**config.mk**
```make
export PLATFORM = sky130hd
export DESIGN_NAME = centroid_divider_flat
export DESIGN_NICKNAME = d
export VERILOG_FILES = /design/src/rtl/centroid_pkg.sv /design/src/rtl/centroid_divider_if.sv /design/src/rtl/centroid_div_serial.sv /design/src/rtl/centroid_divider.sv /design/src/flat_wrapper.sv
export SDC_FILE = /design/constraint.sdc
export NUM_CORES = 1
export LEC_CHECK = 0
export CAP_MARGIN = 30
export CORE_ASPECT_RATIO = 0.75
export CORE_MARGIN = 3
export CORE_UTILIZATION = 53
export CTS_CLUSTER_DIAMETER = 40
export DETAILED_ROUTE_END_ITERATION = 10
export GPL_TIMING_DRIVEN = 0
export PLACE_DENSITY = 0.76
export SLEW_MARGIN = 20
export SYNTH_ARGS = -nofsm -noshare
export SYNTH_HDL_FRONTEND = slang
export SYNTH_SLANG_ARGS = --single-unit
```
**constraint.sdc**
```tcl
create_clock -name CCLK -period 4.9 [get_ports CCLK]
set_clock_uncertainty 0.2 [all_clocks]
set_input_delay 0.98 -clock CCLK [delete_from_list [all_inputs] [get_ports CCLK]]
set_output_delay 0.98 -clock CCLK [all_outputs]
set_load 0.03 [all_outputs]
```
**src/rtl/centroid_pkg.sv**
```systemverilog
// Shared widths and FSM encoding for the centroid pipeline.
// Imported by the accumulator side and the divider block.
package centroid_pkg;

  localparam int STATE_WIDTH = 3;

  localparam int DEF_SUM_S_WIDTH  = 20;
  localparam int DEF_SUM_SX_WIDTH = 28;
  localparam int DEF_SUM_SY_WIDTH = 28;
  localparam int DEF_FRAC_BITS    = 4;
  localparam int DEF_COORD_WIDTH  = 11;

  typedef enum logic [STATE_WIDTH-1:0] {
    ST_IDLE  = 3'd0,
    ST_LATCH = 3'd1,
    ST_DIV_X = 3'd2,
    ST_DIV_Y = 3'd3,
    ST_OUT   = 3'd4
  } state_t;

endpackage

```
**src/rtl/centroid_divider_if.sv**
```systemverilog
// Result handshake between the centroid divider and the packetiser.
// The master drives the result and VALID, the slave drives READY.
interface centroid_divider_if #(
  parameter int OW = 15
);

  logic          oVALID;
  logic          iREADY;
  logic [OW-1:0] oX;
  logic [OW-1:0] oY;
  logic          oNO_TARGET;
  logic          oSAT;

  modport master (
    output oVALID,
    output oX,
    output oY,
    output oNO_TARGET,
    output oSAT,
    input  iREADY
  );

  modport slave (
    input  oVALID,
    input  oX,
    input  oY,
    input  oNO_TARGET,
    input  oSAT,
    output iREADY
  );

endinterface

```
**src/rtl/centroid_div_serial.sv**
```systemverilog
// Serial restoring divider, one quotient bit per clock, MSB first.
// oQUOT is complete during the single-cycle oDONE pulse.
module centroid_div_serial #(
  parameter int DW = 32
) (
  input  logic          CCLK,
  input  logic          RST_N,
  input  logic          iLOAD,
  input  logic [DW-1:0] iDIVIDEND,
  input  logic [DW-1:0] iDIVISOR,
  output logic [DW-1:0] oQUOT,
  output logic          oDONE
);

  localparam int CW = $clog2(DW + 1);

  logic [DW-1:0] r_rem;
  logic [DW-1:0] r_dvd;
  logic [DW-1:0] r_dvs;
  logic [DW-2:0] r_quot;
  logic [CW-1:0] r_cnt;

  logic [DW:0]   w_shift;
  logic          w_bit;

  assign w_shift = {r_rem, r_dvd[DW-1]};
  assign w_bit   = (w_shift >= {1'b0, r_dvs});

  always_ff @(posedge CCLK) begin
    if (!RST_N) begin
      r_rem  <= '0;
      r_dvd  <= '0;
      r_dvs  <= '0;
      r_quot <= '0;
      r_cnt  <= '0;
    end else if (iLOAD) begin
      r_rem  <= '0;
      r_dvd  <= iDIVIDEND;
      r_dvs  <= iDIVISOR;
      r_quot <= '0;
      r_cnt  <= CW'(DW);
    end else if (r_cnt != '0) begin
      r_rem  <= w_bit ? DW'(w_shift - {1'b0, r_dvs})
                      : w_shift[DW-1:0];
      r_dvd  <= {r_dvd[DW-2:0], 1'b0};
      r_quot <= {r_quot[DW-3:0], w_bit};
      r_cnt  <= r_cnt - CW'(1);
    end
  end

  // last bit is taken straight from the compare so the caller
  // can reload on the same edge it captures the quotient
  assign oQUOT = {r_quot, w_bit};
  assign oDONE = (r_cnt == CW'(1));

endmodule

```
**src/rtl/centroid_divider.sv**
```systemverilog
// Centroid X = Sx/S, Y = Sy/S in unsigned fixed point, using one
// shared serial divider sequenced X then Y.
module centroid_divider
  import centroid_pkg::*;
#(
  parameter int SUM_S_WIDTH  = DEF_SUM_S_WIDTH,
  parameter int SUM_SX_WIDTH = DEF_SUM_SX_WIDTH,
  parameter int SUM_SY_WIDTH = DEF_SUM_SY_WIDTH,
  parameter int FRAC_BITS    = DEF_FRAC_BITS,
  parameter int COORD_WIDTH  = DEF_COORD_WIDTH
) (
  input  logic                    CCLK,
  input  logic                    RST_N,
  input  logic                    iSTART_TRIG,
  input  logic [SUM_S_WIDTH-1:0]  iSUM_S,
  input  logic [SUM_SX_WIDTH-1:0] iSUM_SX,
  input  logic [SUM_SY_WIDTH-1:0] iSUM_SY,
  output logic                    oBUSY,
  output logic [STATE_WIDTH-1:0]  oSTATE,
  centroid_divider_if.master      res
);

  localparam int DW = SUM_SX_WIDTH + FRAC_BITS;
  localparam int OW = COORD_WIDTH + FRAC_BITS;
  localparam int ZW = DW - SUM_S_WIDTH;

  state_t r_state;
  state_t w_next;
  logic   r_trig_prev;
  logic   w_start;

  logic [SUM_S_WIDTH-1:0]  r_s;
  logic [SUM_SY_WIDTH-1:0] r_sy;
  logic [DW-1:0]           r_qx;
  logic [OW-1:0]           r_x;
  logic [OW-1:0]           r_y;
  logic                    r_nt;
  logic                    r_sat;

  logic          w_load;
  logic [DW-1:0] w_dividend;
  logic [DW-1:0] w_divisor;
  logic [DW-1:0] w_quot;
  logic          w_done;
  logic          w_s_zero;
  logic          w_ovf_x;
  logic          w_ovf_y;
  logic [OW-1:0] w_cx;
  logic [OW-1:0] w_cy;
  logic          w_busy;
  logic          w_valid;

  assign w_start  = iSTART_TRIG & ~r_trig_prev;
  assign w_s_zero = (iSUM_S == '0);

  always_ff @(posedge CCLK) begin
    if (!RST_N) begin
      r_state     <= ST_IDLE;
      r_trig_prev <= 1'b0;
    end else begin
      r_state     <= w_next;
      r_trig_prev <= iSTART_TRIG;
    end
  end

  always_comb begin
    w_next = r_state;
    unique case (r_state)
      ST_IDLE:  if (w_start) w_next = ST_LATCH;
      ST_LATCH: w_next = w_s_zero ? ST_OUT : ST_DIV_X;
      ST_DIV_X: if (w_done) w_next = ST_DIV_Y;
      ST_DIV_Y: if (w_done) w_next = ST_OUT;
      ST_OUT:   if (res.iREADY) w_next = ST_IDLE;
      default:  w_next = ST_IDLE;
    endcase
  end

  always_comb begin
    w_busy  = (r_state != ST_IDLE);
    w_valid = (r_state == ST_OUT);
  end

  // X is loaded straight from the ports while the sums are latched
  assign w_load = ((r_state == ST_LATCH) && !w_s_zero)
               || ((r_state == ST_DIV_X) && w_done);

  always_comb begin
    w_dividend = {r_sy, {FRAC_BITS{1'b0}}};
    w_divisor  = {{ZW{1'b0}}, r_s};
    if (r_state == ST_LATCH) begin
      w_dividend = {iSUM_SX, {FRAC_BITS{1'b0}}};
      w_divisor  = {{ZW{1'b0}}, iSUM_S};
    end
  end

  centroid_div_serial #(.DW(DW)) u_div (
    .CCLK      (CCLK),
    .RST_N     (RST_N),
    .iLOAD     (w_load),
    .iDIVIDEND (w_dividend),
    .iDIVISOR  (w_divisor),
    .oQUOT     (w_quot),
    .oDONE     (w_done)
  );

  assign w_ovf_x = |r_qx[DW-1:OW];
  assign w_ovf_y = |w_quot[DW-1:OW];
  assign w_cx    = w_ovf_x ? '1 : r_qx[OW-1:0];
  assign w_cy    = w_ovf_y ? '1 : w_quot[OW-1:0];

  always_ff @(posedge CCLK) begin
    if (!RST_N) begin
      r_s   <= '0;
      r_sy  <= '0;
      r_qx  <= '0;
      r_x   <= '0;
      r_y   <= '0;
      r_nt  <= 1'b0;
      r_sat <= 1'b0;
    end else begin
      unique case (r_state)
        ST_LATCH: begin
          r_s  <= iSUM_S;
          r_sy <= iSUM_SY;
          if (w_s_zero) begin
            r_x   <= '0;
            r_y   <= '0;
            r_nt  <= 1'b1;
            r_sat <= 1'b0;
          end
        end
        ST_DIV_X: if (w_done) r_qx <= w_quot;
        ST_DIV_Y: begin
          if (w_done) begin
            r_x   <= w_cx;
            r_y   <= w_cy;
            r_nt  <= 1'b0;
            r_sat <= w_ovf_x | w_ovf_y;
          end
        end
        default: ;
      endcase
    end
  end

  assign oBUSY          = w_busy;
  assign oSTATE         = r_state;
  assign res.oVALID     = w_valid;
  assign res.oX         = r_x;
  assign res.oY         = r_y;
  assign res.oNO_TARGET = r_nt;
  assign res.oSAT       = r_sat;

endmodule

```
**src/flat_wrapper.sv**
```systemverilog
// flat-port wrapper written by rule: the top's interface ports become plain ports
module centroid_divider_flat import centroid_pkg::*;
#(
  parameter int SUM_S_WIDTH  = DEF_SUM_S_WIDTH,
  parameter int SUM_SX_WIDTH = DEF_SUM_SX_WIDTH,
  parameter int SUM_SY_WIDTH = DEF_SUM_SY_WIDTH,
  parameter int FRAC_BITS    = DEF_FRAC_BITS,
  parameter int COORD_WIDTH  = DEF_COORD_WIDTH
)
  (CCLK, RST_N, iSTART_TRIG, iSUM_S, iSUM_SX, iSUM_SY, oBUSY, oSTATE, res_oVALID, res_oX, res_oY, res_oNO_TARGET, res_oSAT, res_iREADY);
  centroid_divider_if #(.OW((DEF_COORD_WIDTH + DEF_FRAC_BITS))) res_i ();
  input  logic CCLK;
  input  logic RST_N;
  input  logic iSTART_TRIG;
  input  logic [SUM_S_WIDTH-1:0] iSUM_S;
  input  logic [SUM_SX_WIDTH-1:0] iSUM_SX;
  input  logic [SUM_SY_WIDTH-1:0] iSUM_SY;
  output logic oBUSY;
  output logic [STATE_WIDTH-1:0] oSTATE;
  output wire logic [$bits(res_i.oVALID)-1:0] res_oVALID;
  output wire logic [$bits(res_i.oX)-1:0] res_oX;
  output wire logic [$bits(res_i.oY)-1:0] res_oY;
  output wire logic [$bits(res_i.oNO_TARGET)-1:0] res_oNO_TARGET;
  output wire logic [$bits(res_i.oSAT)-1:0] res_oSAT;
  input wire logic [$bits(res_i.iREADY)-1:0] res_iREADY;
  assign res_oVALID = res_i.oVALID;
  assign res_oX = res_i.oX;
  assign res_oY = res_i.oY;
  assign res_oNO_TARGET = res_i.oNO_TARGET;
  assign res_oSAT = res_i.oSAT;
  assign res_i.iREADY = res_iREADY;
  centroid_divider #(.SUM_S_WIDTH(SUM_S_WIDTH), .SUM_SX_WIDTH(SUM_SX_WIDTH), .SUM_SY_WIDTH(SUM_SY_WIDTH), .FRAC_BITS(FRAC_BITS), .COORD_WIDTH(COORD_WIDTH)) u_core (.CCLK(CCLK), .RST_N(RST_N), .iSTART_TRIG(iSTART_TRIG), .iSUM_S(iSUM_S), .iSUM_SX(iSUM_SX), .iSUM_SY(iSUM_SY), .oBUSY(oBUSY), .oSTATE(oSTATE), .res(res_i));
endmodule
```
==> impl_metrics.yaml <==
status:
  outcome: "finished clean"
critical_path:
  ff2ff_setup_slack_ns: 1.34
  cp_max_fo: 10
  critPathSlowestCell: "nor2_1"
  crit_path_max_incr_delay_ns: 0.50
  startpoint_type: "input pin"
  startpoint: "iSUM_S[11]"
  cp_top_family: "simple AND/OR/NAND/NOR gates"
  worstPathRequired_ns: 5.15
  arrival_ns: 4.12
  worstReg2RegStart: "u_core.u_div.r_dvs[18]$_SDFFE_PN0N_"
  worst-path-buf-inv: 2
  path_cells: "clkdlybuf4s50_1 -> nor4_1 -> nand3_1 -> nor2_1 -> nor2_1 -> nor2_1 -> and2_1 -> clkbuf_1 -> o21ai_0 -> a21oi_1"
  critPathKind: "input pin to register"
  cpMostUsedCell: "nor2_1"
  endpoint_kind: "register"
floorplan:
  die_y_microns: 128.5
  core_sq_mm: 0.01949
  rows: 44
  die_x_microns: 169.4
  start_util_pct: 54.44
  ioPinCount: 117
  die-area_sq_mm: 0.02177
logic_synthesis:
  synthArstFlopShare_pct: 0
  ys_seq_area_share_pct: 43.97
  yosys_register_bits: 233
  ys.flop_type: "dfxtp_1"
  syn_inst: 1343
  synthTopCellsByArea: "dfxtp_1 44%, nand2_1 12%, a21boi_0 5.8%, a21oi_1 5.8%, nor2_1 3.4%"
  synth_top_cell_by_area: "dfxtp_1"
  synth_edf_count: 0
  syn-num-nets: 1446
  synth_cell_type_count: 70
  yosys_warnings: 0
  syn_area_sq_mm: 0.01061
  netlist.area_leader.share_pct: 43.97
  syn_area_per_cell_sq_um: 7.899
detailed_routing:
  ant_nets: 0
  vias: 9913
  wl_per_cell_microns: 16.20
  viasPerCell: 5.620
  drc: 0
  wirelength_mm: 28.58
  first_iter_violations: 891
  dr.pass1.iters: 7
placed_design:
  hpwlAfterDp_mm: 20.95
  gp_congestion: 0.9287
  portBuffers: 116
global_route:
  first_global_vias: 9120
  grt_max_degree: 15
  antenna_found_initial: 0
  gr-total-overflow: 0
  track_usage_pct: 25.56
  grt_pass1_wl_mm: 45.97
finish:
  multiInputGateArea_sq_mm: 0.005451
  insertedDiodeCount: 0
  final_common_cell: "nand2_1"
  final_cell_mix: "328 x nand2_1, 233 x dfxtp_1, 123 x a21oi_1"
  final_nets: 1594
  fin_util_pct: 67.14
  drive_gt1_share_pct: 4.964
  final-seq-area_sq_mm: 0.004664
  num-fill-cells: 1652
  syn_to_final_growth_pct: 23.33
sta:
  fmax_mhz: 258.1
  tightest_slew_ns: 0.7917
  rsz0062_at_grt: "false"
  min_period_ns: 3.874
  slew_viol_final: 0
  fin_setup_tns_ns: 0
  slew-limit-headroom_pct: 46.86
  fin_crit_sh_pct: 79.06
  finalHoldViolCount: 0
  setup_viol: 0
hold_path:
  min_path_type: "register to register"
  hp-start: "u_core.r_qx[29]$_SDFFE_PN0P_"
clock_tree:
  numCtsBuffers: 29
  post_cts_resized: 0
  cts_buffer_depth: 3
  clkTransAtPathRegs_ns: 0.06
  clock_latency_ns: 0.54
  cts_tree: "yes"
  clock_sinks: 233
  root_buffer: "clkbuf_16"
  cts_max_level: 1
  post_cts_buffers: 0
  ctsHoldBuffers: 0
job:
  drv_cap: 0
pwr:
  powerDensity_mw_per_mm2: 703.8
  irDropWorstVdd_mv: 0.3086
  p_total_uw: 9209
  p_leak_uw: 0.004837
[worst paths after layout]
check / end / cells past startpoint
setup / recovery: u_core.u_div.r_rem[6]$_SDFFE_PP0P_ / 10
hold / removal: u_core.r_qx[29]$_SDFFE_PN0P_ / 2
setup reg to reg: u_core.u_div.r_rem[4]$_SDFFE_PP0P_ / 12
hold reg to reg: u_core.r_qx[29]$_SDFFE_PN0P_ / 2
[report_power, final]
group,internal (uW),switching (uW)
combinational,1670,2810
sequential,2320,226
clock,1320,856
[worst register-to-register path: stages (launching register included)]
cell	delay, ns
dfxtp_1	0.30
inv_1	0.07
ha_1	0.28
clkbuf_1	0.29
nand4b_1	0.21
nand2b_1	0.25
or4_1	0.66
a21oi_4	0.34
nor2_4	0.11
buf_6	0.18
buf_4	0.19
a211oi_1	0.26
nor3_1	0.07
[final cells by class]
| type | count | share of cell area [%] |
|---|---|---|
| plain buffers | 95 | 2.907 |
| clock buffers | 35 | 6.025 |
| clock inverters | 16 | 1.559 |
| inverters | 30 | 0.8607 |
| multi-input cells | 985 | 41.67 |
| flip-flops and latches | 233 | 35.65 |
| well taps | 253 | 2.419 |
| repair buffers | 117 | 8.913 |
[routing by layer]
layer  track usage [%]  routed length (microns)  vias up  part of all wire, %
met5                 0                        0        -                    0
met4             6.106                      550        0                  1.9
met3             4.853                     2216       53                  7.8
met2             36.37                    11490      400                   40
met1             39.80                    14320     4554                   50
li1                  -                        -     4906                    -
[flip-flops by register name (all words and copies together) (netlist names)]
signal and flops:
u_core.oSTATE 3, u_core.r_qx 32, u_core.r_s 20, u_core.r_sy 28
u_core.r_trig_prev 1, u_core.res.oNO_TARGET 1, u_core.res.oSAT 1, u_core.res.oX 15
u_core.res.oY 15, u_core.u_div.r_cnt 6, u_core.u_div.r_dvd 28, u_core.u_div.r_dvs 20
u_core.u_div.r_quot 31, u_core.u_div.r_rem 32
[Yosys cell counts, drive strengths merged (17+ instances only)]
| cell | number |
|---|---|
| clkbuf | 84 |
| ha | 22 |
| a21oi | 125 |
| a21boi | 82 |
| xnor2 | 19 |
| nand3 | 57 |
| o21ai | 51 |
| inv | 30 |
| dfxtp | 233 |
| o31ai | 17 |
| nor4 | 19 |
| nand2 | 328 |
| and3 | 30 |
| nor2 | 97 |
[per-stage QoR]
step | cell area (sq um) | worst slack, ns | hold slack [ns] | instances
3_3_place_gp | 12090 | 0.6256 | 0.2465 | 1712
3_5_place_dp | 12090 | 0.5849 | 0.2561 | 1713
6_report | 13080 | 1.026 | 0.2591 | 1764
5_1_grt | 13080 | 0.9215 | 0.2805 | 1764
2_1_floorplan | 10610 | 1.982 | 0.2335 | 1343
4_1_cts | 13080 | 1.132 | 0.2645 | 1764
[kinds of logic (layout without fill, tap and decap cells)]
logic type | count (synthesis) | after routing | share of synthesized area (%)
AO/OA/AOI/OAI | 335 | 335 | 20.37
multiplexers | 9 | 9 | 0.8492
flip-flops | 233 | 233 | 43.97
adder cells (fa/ha/maj) | 23 | 23 | 2.783
buffers and inverters | 125 | 293 | 4.647
XOR/XNOR | 28 | 28 | 2.312
AND/OR/NAND/NOR | 590 | 590 | 25.07
No activity file was read; power rests on OpenSTA's default activity.
